File: config.mk
export PLATFORM = sky130hd
export DESIGN_NAME = stack_bus_downstream_dist_flat
export DESIGN_NICKNAME = d
export VERILOG_FILES = /design/src/rtl/stack_bus_downstream_dist_if.sv /design/src/rtl/stack_bus_downstream_dist.sv /design/src/flat_wrapper.sv
export SDC_FILE = /design/constraint.sdc
export NUM_CORES = 1
export LEC_CHECK = 0
export CORE_MARGIN = 2
export CORE_UTILIZATION = 45
export CTS_CLUSTER_SIZE = 16
export DETAILED_ROUTE_END_ITERATION = 12
export PLACE_DENSITY = 0.67
export SYNTH_ARGS = -nofsm -noshare
export SYNTH_HDL_FRONTEND = slang
export SYNTH_SLANG_ARGS = --single-unit
File: constraint.sdc
create_clock -name clk -period 10.33 [get_ports clk]
set_input_delay 1.5495 -clock clk [delete_from_list [all_inputs] [get_ports clk]]
set_output_delay 1.5495 -clock clk [all_outputs]
set_load 0.02 [all_outputs]
File: src/rtl/stack_bus_downstream_dist_if.sv
// Stack-bus downstream interface: manager command channel plus the per-PE delivery channel.
// slave is the distributor's view; master is the manager/PE-array side that drives commands and readies.
interface stack_bus_downstream_dist_if #(
   parameter int NUM_PE  = 64,
   parameter int PE_ID_W = 6,
   parameter int CMD_W   = 8,
   parameter int DATA_W  = 32
);
   logic                mgr__sbd__valid;
   logic                sbd__mgr__ready;
   logic [PE_ID_W-1:0]  mgr__sbd__peId;
   logic [CMD_W-1:0]    mgr__sbd__cmd;
   logic [DATA_W-1:0]   mgr__sbd__data;
   logic [NUM_PE-1:0]   sbd__pe__valid;
   logic [CMD_W-1:0]    sbd__pe__cmd;
   logic [DATA_W-1:0]   sbd__pe__data;
   logic [NUM_PE-1:0]   pe__sbd__ready;

   modport slave (
      input  mgr__sbd__valid, mgr__sbd__peId, mgr__sbd__cmd, mgr__sbd__data, pe__sbd__ready,
      output sbd__mgr__ready, sbd__pe__valid, sbd__pe__cmd, sbd__pe__data
   );

   modport master (
      output mgr__sbd__valid, mgr__sbd__peId, mgr__sbd__cmd, mgr__sbd__data, pe__sbd__ready,
      input  sbd__mgr__ready, sbd__pe__valid, sbd__pe__cmd, sbd__pe__data
   );
endinterface

File: src/rtl/stack_bus_downstream_dist.sv
// Stack-bus downstream distributor: FIFO-buffers manager commands and hands each to its PE.
// STACK_BUS_DOWNSTREAM_BROADCAST_EN enables peId == all-ones as a broadcast to every PE.
//
// state    | meaning
// ST_IDLE  | pop FIFO head into output regs, route to SEND/BCAST or drop
// ST_SEND  | one-hot valid to the addressed PE until it accepts
// ST_BCAST | valid to every PE that has not yet accepted (broadcast build only)
module stack_bus_downstream_dist #(
   parameter int NUM_PE     = 64,
   parameter int PE_ID_W    = 6,
   parameter int CMD_W      = 8,
   parameter int DATA_W     = 32,
   parameter int FIFO_DEPTH = 8
) (
   input  logic                          clk,
   input  logic                          reset_poweron,
   stack_bus_downstream_dist_if.slave    bus,
   output logic [7:0]                    sbd__sys__dropCount
);
   localparam int AW = $clog2(FIFO_DEPTH);
   localparam logic [AW:0] DEPTH_C = FIFO_DEPTH[AW:0];

   localparam logic [1:0] ST_IDLE  = 2'd0;
   localparam logic [1:0] ST_SEND  = 2'd1;
`ifdef STACK_BUS_DOWNSTREAM_BROADCAST_EN
   localparam logic [1:0] ST_BCAST = 2'd2;
`endif

   logic [PE_ID_W-1:0] mem_id   [FIFO_DEPTH];
   logic [CMD_W-1:0]   mem_cmd  [FIFO_DEPTH];
   logic [DATA_W-1:0]  mem_data [FIFO_DEPTH];
   logic [AW-1:0]      wr_ptr, rd_ptr;
   logic [AW:0]        count;

   logic [1:0]         state;
   logic [PE_ID_W-1:0] pe_id_q;
   logic [CMD_W-1:0]   cmd_q;
   logic [DATA_W-1:0]  data_q;
   logic [7:0]         drop_count;
   logic [NUM_PE-1:0]  valid;

   logic push, pop, fifo_ready;
   logic [PE_ID_W-1:0] head_id;
   logic id_all_ones, id_in_range;

`ifdef STACK_BUS_DOWNSTREAM_BROADCAST_EN
   logic [NUM_PE-1:0] ack_mask;
   logic [NUM_PE-1:0] accept_vec;
   assign accept_vec = valid & bus.pe__sbd__ready;
`endif

   // ready looks only at count, so a same-cycle pop never opens a slot
   assign fifo_ready  = (count != DEPTH_C);
   assign push        = bus.mgr__sbd__valid && fifo_ready;
   assign pop         = (state == ST_IDLE) && (count != '0);
   assign head_id     = mem_id[rd_ptr];
   assign id_all_ones = &head_id;
   assign id_in_range = !id_all_ones && (32'(head_id) < 32'(NUM_PE));

   always_ff @(posedge clk) begin
      if (push) begin
         mem_id[wr_ptr]   <= bus.mgr__sbd__peId;
         mem_cmd[wr_ptr]  <= bus.mgr__sbd__cmd;
         mem_data[wr_ptr] <= bus.mgr__sbd__data;
      end
   end

   always_ff @(posedge clk) begin
      if (reset_poweron) begin
         wr_ptr <= '0;
         rd_ptr <= '0;
         count  <= '0;
      end else begin
         if (push) wr_ptr <= wr_ptr + AW'(1);
         if (pop)  rd_ptr <= rd_ptr + AW'(1);
         if (push && !pop)      count <= count + 1'b1;
         else if (pop && !push) count <= count - 1'b1;
      end
   end

   always_comb begin
      valid = '0;
      case (state)
         ST_SEND:  valid = {{(NUM_PE-1){1'b0}}, 1'b1} << pe_id_q;
`ifdef STACK_BUS_DOWNSTREAM_BROADCAST_EN
         ST_BCAST: valid = ~ack_mask;
`endif
         default:  valid = '0;
      endcase
   end

   always_ff @(posedge clk) begin
      if (reset_poweron) begin
         state      <= ST_IDLE;
         pe_id_q    <= '0;
         cmd_q      <= '0;
         data_q     <= '0;
         drop_count <= '0;
`ifdef STACK_BUS_DOWNSTREAM_BROADCAST_EN
         ack_mask   <= '0;
`endif
      end else begin
         case (state)
            ST_IDLE: begin
               if (pop) begin
                  pe_id_q <= head_id;
                  cmd_q   <= mem_cmd[rd_ptr];
                  data_q  <= mem_data[rd_ptr];
                  if (id_in_range) state <= ST_SEND;
`ifdef STACK_BUS_DOWNSTREAM_BROADCAST_EN
                  else if (id_all_ones) begin
                     state    <= ST_BCAST;
                     ack_mask <= '0;
                  end
`endif
                  else if (drop_count != 8'hFF) drop_count <= drop_count + 8'd1;
               end
            end
            ST_SEND: begin
               if (bus.pe__sbd__ready[pe_id_q]) state <= ST_IDLE;
            end
`ifdef STACK_BUS_DOWNSTREAM_BROADCAST_EN
            ST_BCAST: begin
               ack_mask <= ack_mask | accept_vec;
               if (&(ack_mask | accept_vec)) state <= ST_IDLE;
            end
`endif
            default: state <= ST_IDLE;
         endcase
      end
   end

   assign bus.sbd__mgr__ready = fifo_ready;
   assign bus.sbd__pe__valid  = valid;
   assign bus.sbd__pe__cmd    = cmd_q;
   assign bus.sbd__pe__data   = data_q;
   assign sbd__sys__dropCount = drop_count;
endmodule

File: src/flat_wrapper.sv
// flat-port wrapper written by rule: the top's interface ports become plain ports
module stack_bus_downstream_dist_flat 
#(
   parameter int NUM_PE     = 64,
   parameter int PE_ID_W    = 6,
   parameter int CMD_W      = 8,
   parameter int DATA_W     = 32,
   parameter int FIFO_DEPTH = 8
)
  (clk, reset_poweron, sbd__sys__dropCount, bus_mgr__sbd__valid, bus_mgr__sbd__peId, bus_mgr__sbd__cmd, bus_mgr__sbd__data, bus_pe__sbd__ready, bus_sbd__mgr__ready, bus_sbd__pe__valid, bus_sbd__pe__cmd, bus_sbd__pe__data);
  stack_bus_downstream_dist_if #(.NUM_PE(NUM_PE), .PE_ID_W(PE_ID_W), .CMD_W(CMD_W), .DATA_W(DATA_W)) bus_i ();
  input  logic clk;
  input  logic reset_poweron;
  output logic [7:0] sbd__sys__dropCount;
  input wire logic [$bits(bus_i.mgr__sbd__valid)-1:0] bus_mgr__sbd__valid;
  input wire logic [$bits(bus_i.mgr__sbd__peId)-1:0] bus_mgr__sbd__peId;
  input wire logic [$bits(bus_i.mgr__sbd__cmd)-1:0] bus_mgr__sbd__cmd;
  input wire logic [$bits(bus_i.mgr__sbd__data)-1:0] bus_mgr__sbd__data;
  input wire logic [$bits(bus_i.pe__sbd__ready)-1:0] bus_pe__sbd__ready;
  output wire logic [$bits(bus_i.sbd__mgr__ready)-1:0] bus_sbd__mgr__ready;
  output wire logic [$bits(bus_i.sbd__pe__valid)-1:0] bus_sbd__pe__valid;
  output wire logic [$bits(bus_i.sbd__pe__cmd)-1:0] bus_sbd__pe__cmd;
  output wire logic [$bits(bus_i.sbd__pe__data)-1:0] bus_sbd__pe__data;
  assign bus_i.mgr__sbd__valid = bus_mgr__sbd__valid;
  assign bus_i.mgr__sbd__peId = bus_mgr__sbd__peId;
  assign bus_i.mgr__sbd__cmd = bus_mgr__sbd__cmd;
  assign bus_i.mgr__sbd__data = bus_mgr__sbd__data;
  assign bus_i.pe__sbd__ready = bus_pe__sbd__ready;
  assign bus_sbd__mgr__ready = bus_i.sbd__mgr__ready;
  assign bus_sbd__pe__valid = bus_i.sbd__pe__valid;
  assign bus_sbd__pe__cmd = bus_i.sbd__pe__cmd;
  assign bus_sbd__pe__data = bus_i.sbd__pe__data;
  stack_bus_downstream_dist #(.NUM_PE(NUM_PE), .PE_ID_W(PE_ID_W), .CMD_W(CMD_W), .DATA_W(DATA_W), .FIFO_DEPTH(FIFO_DEPTH)) u_core (.clk(clk), .reset_poweron(reset_poweron), .bus(bus_i), .sbd__sys__dropCount(sbd__sys__dropCount));
endmodule
==> flow_metrics.env <==
export IMPL_numClockSinks=436
export IMPL_yosys_warnings=0
export IMPL_cts_tree="built"
export IMPL_p_seq_share_pct=45.2
export IMPL_rows=71
export IMPL_drtIter0Drc=612
export IMPL_viasPerCell=5.49
export IMPL_end_kind="output port"
export IMPL_synth_cells=957
export IMPL_io_pins=226
export IMPL_cp_cell_sequence="nor2b_1 > nand2_1 > nor2_1 > clkdlybuf4s50_1"
export IMPL_clk_pin_slew_ps=60
export IMPL_combPwrFrac_pct=24.9
export IMPL_synth_edff_count=368
export IMPL_track_usage_pct=18.9
export IMPL_switching_share_pct=28.9
export IMPL_timing_final_crit_share_pct=43.6
export IMPL_period_minus_slack_ps=4500
export IMPL_cts_resized_gates=0
export IMPL_place_area_sq_um=20100
export IMPL_p_clk_share_pct=29.9
export IMPL_synth_distinct_cells=46
export IMPL_slew_violations=0
export IMPL_critPathSlowestCell="dfxtp_1"
export IMPL_peakVddDrop_mv=0.145
export IMPL_cp_arrival_ps=2950
export IMPL_cts_made_buffers=44
export IMPL_worstSkewPairLatency_ps=540
export IMPL_die_x_microns=200
export IMPL_synth_nets=1077
export IMPL_hold_buffers=0
export IMPL_yosys_area_top_type="edfxtp_1"
export IMPL_skew_ps=18.0
export IMPL_start_kind="flop"
export IMPL_htreeDepth=2
export IMPL_muxShareOfSynthArea_pct=17.2
export IMPL_routed_wl_microns=38300
export IMPL_postLayoutCellArea_sq_um=21400
export IMPL_overflow=0
export IMPL_yosysTopAreaCellShare_pct=64.0
export IMPL_finalSetupViolCount=0
export IMPL_syn_area_sq_um=17300
export IMPL_gp_congestion=0.760
export IMPL_synth_area_top_cells="edfxtp_1 64%, mux4_2 13%, dfxtp_1 7.9%"
export IMPL_p_leak_nw=6.66
export IMPL_grt_pass1_wl_microns=56200
export IMPL_hold_path_class="reg2reg"
export IMPL_synth_xor_area_share_pct=0.355
export IMPL_synth_top_family_by_area="multiplexers"
export IMPL_antenna_found_initial=3
export IMPL_status="completed"
export IMPL_total_power_mw=4.98
export IMPL_layout_commonest_cell="edfxtp_1"
export IMPL_regArea_sq_um=12400
export IMPL_grt_pass1_vias=9484
export IMPL_worstSetupPathType="reg2out"
export IMPL_area_delta_synth_final_pct=24.1
export IMPL_tightest_slew_ps=1020
export IMPL_hold_violations=0
export IMPL_p_int_mw=3.55
export IMPL_ys_seq_elements=436
export IMPL_grt_start_max_net_pins=68
export IMPL_ant_nets=0
export IMPL_synth_ff_type="edfxtp_1"
export IMPL_core_area_sq_um=37800
export IMPL_place_inst=1647
export IMPL_drive_gt1_share_pct=15.4
export IMPL_synth_simple_area_share_pct=5.43
export IMPL_cts_setup_buffers=0
export IMPL_start_util_pct=45.7
export IMPL_final_fill_count=2939
export IMPL_max_cap_viol_count=0
export IMPL_drc=0
export IMPL_design_die_area_sq_um=39900
export IMPL_crit_fanout=21
export IMPL_relSlewSlack_pct=31.7
export IMPL_multiInputGateArea_sq_um=4640
export IMPL_clock_fmax_mhz=222
export IMPL_fin_util_pct=56.8
export IMPL_rsz0062_at_grt="no"
export IMPL_wl_per_cell_microns=22.1
export IMPL_final_nets=1302
export IMPL_tns_ps=0
export IMPL_cts_root_buf="clkbuf_16"
export IMPL_ys_async_sr_fraction_pct=0
export IMPL_avgSynthCellArea_sq_um=18.0
export IMPL_instances_no_fill=1731
export IMPL_synth_compound_area_share_pct=3.07
export IMPL_slowest_delay_ps=990
export IMPL_dp_hpwl_microns=22700
export IMPL_synth_fa_ha_area_share_pct=0.551
export IMPL_yosysSeqAreaShare_pct=71.9
export IMPL_hold_worst_slack_ps=498
export IMPL_clk_path_buf_depth=3
export IMPL_required_ps=8780
export IMPL_setup_ws_ps=5830
export IMPL_portBuffers=225
export IMPL_drtPass1Iterations=7
export IMPL_post_place_ws_ps=6340
export IMPL_routed_via_count=9498
export IMPL_die_h_microns=200
export IMPL_final_cell_mix="368 x edfxtp_1, 224 x clkdlybuf4s50_1, 126 x nor2_1"
export IMPL_power_switching_mw=1.44
export IMPL_p_per_area_nw_per_um2=233
## per-layer routing
| metal | global-route usage, % | routed length [microns] | up-vias |
|---|---|---|---|
| met1 | 23.4 | 15500 | 4816 |
| met2 | 33.7 | 19200 | 337 |
| met5 | 0 | 11 | - |
| met4 | 5.76 | 835 | 2 |
| li1 | - | - | 4289 |
| met3 | 3.80 | 2690 | 54 |
## cell families after synthesis
family | count (synthesis)
compound gates | 76
fa+ha+maj | 7
simple gates | 212
mux | 156
flops | 436
buf+inv | 63
xor+xnor | 7
## power groups by stage
stage | logic [mW] | clock network (mW) | registers (mW)
after floorplan | 0.888 | 0 | 2.24
after global placement | 1.25 | 0 | 2.29
after detailed placement | 1.26 | 0 | 2.30
after CTS | 1.26 | 1.53 | 2.26
after global routing | 1.35 | 1.60 | 2.28
final | 1.24 | 1.49 | 2.25
## layout make-up
cell class | instances | share of cell area, %
antenna | 2 | 0.0234
multi-input combinational | 458 | 21.7
sequential | 436 | 58.0
clock buffer | 63 | 5.76
timing repair buffer | 238 | 10.9
tap | 511 | 2.98
clock inverter | 19 | 0.595
inverter | 4 | 0.0701
## registers in the layout, summed over array words and instances, names as in the netlist, named ones only
register,count
u_core.mem_id,48
u_core.mem_data,256
u_core.pe_id_q,6
u_core.rd_ptr,3
u_core.state,1
u_core.mem_cmd,64
u_core.bus.sbd__pe__data,32
u_core.wr_ptr,3
u_core.sbd__sys__dropCount,8
u_core.bus.sbd__pe__cmd,8
u_core.count,4
## synthesized netlist by cell type (all sizes together), types with 2 or more instances
cell type / instances
or3: 3
o21ai: 6
or4: 4
buf: 23
nor4: 2
nand2: 26
edfxtp: 368
nor2b: 5
nand4: 7
nand3: 14
and3: 3
clkbuf: 36
nand2b: 2
xnor2: 4
a21oi: 14
ha: 6
or3b: 2
o31ai: 4
mux4: 108
mux2: 2
a211oi: 44
mux2i: 46
dfxtp: 68
a311oi: 3
inv: 4
xor2: 3
nand3b: 6
nor2: 130
nor3: 6
## worst max-delay path, delay by kind of cell (launching register included)
kind	cells	cell delay, ps
flops	1	990
simple gates	3	800
buf+inv	1	630
## worst paths after layout
kind | from | endpoint | slack, ps | cells after the start
worst max-delay path | u_core.pe_id_q[1] | bus_sbd__pe__valid[38] | 5830 | 4
worst min-delay path | u_core.bus.sbd__pe__data[11] | u_core.bus.sbd__pe__data[11] | 500 | 2
worst max register to register | u_core.rd_ptr[0] | u_core.bus.sbd__pe__data[13] | 7400 | 4
worst min register to register | u_core.bus.sbd__pe__data[11] | u_core.bus.sbd__pe__data[11] | 500 | 2
Power figures use the tool's default switching activity.
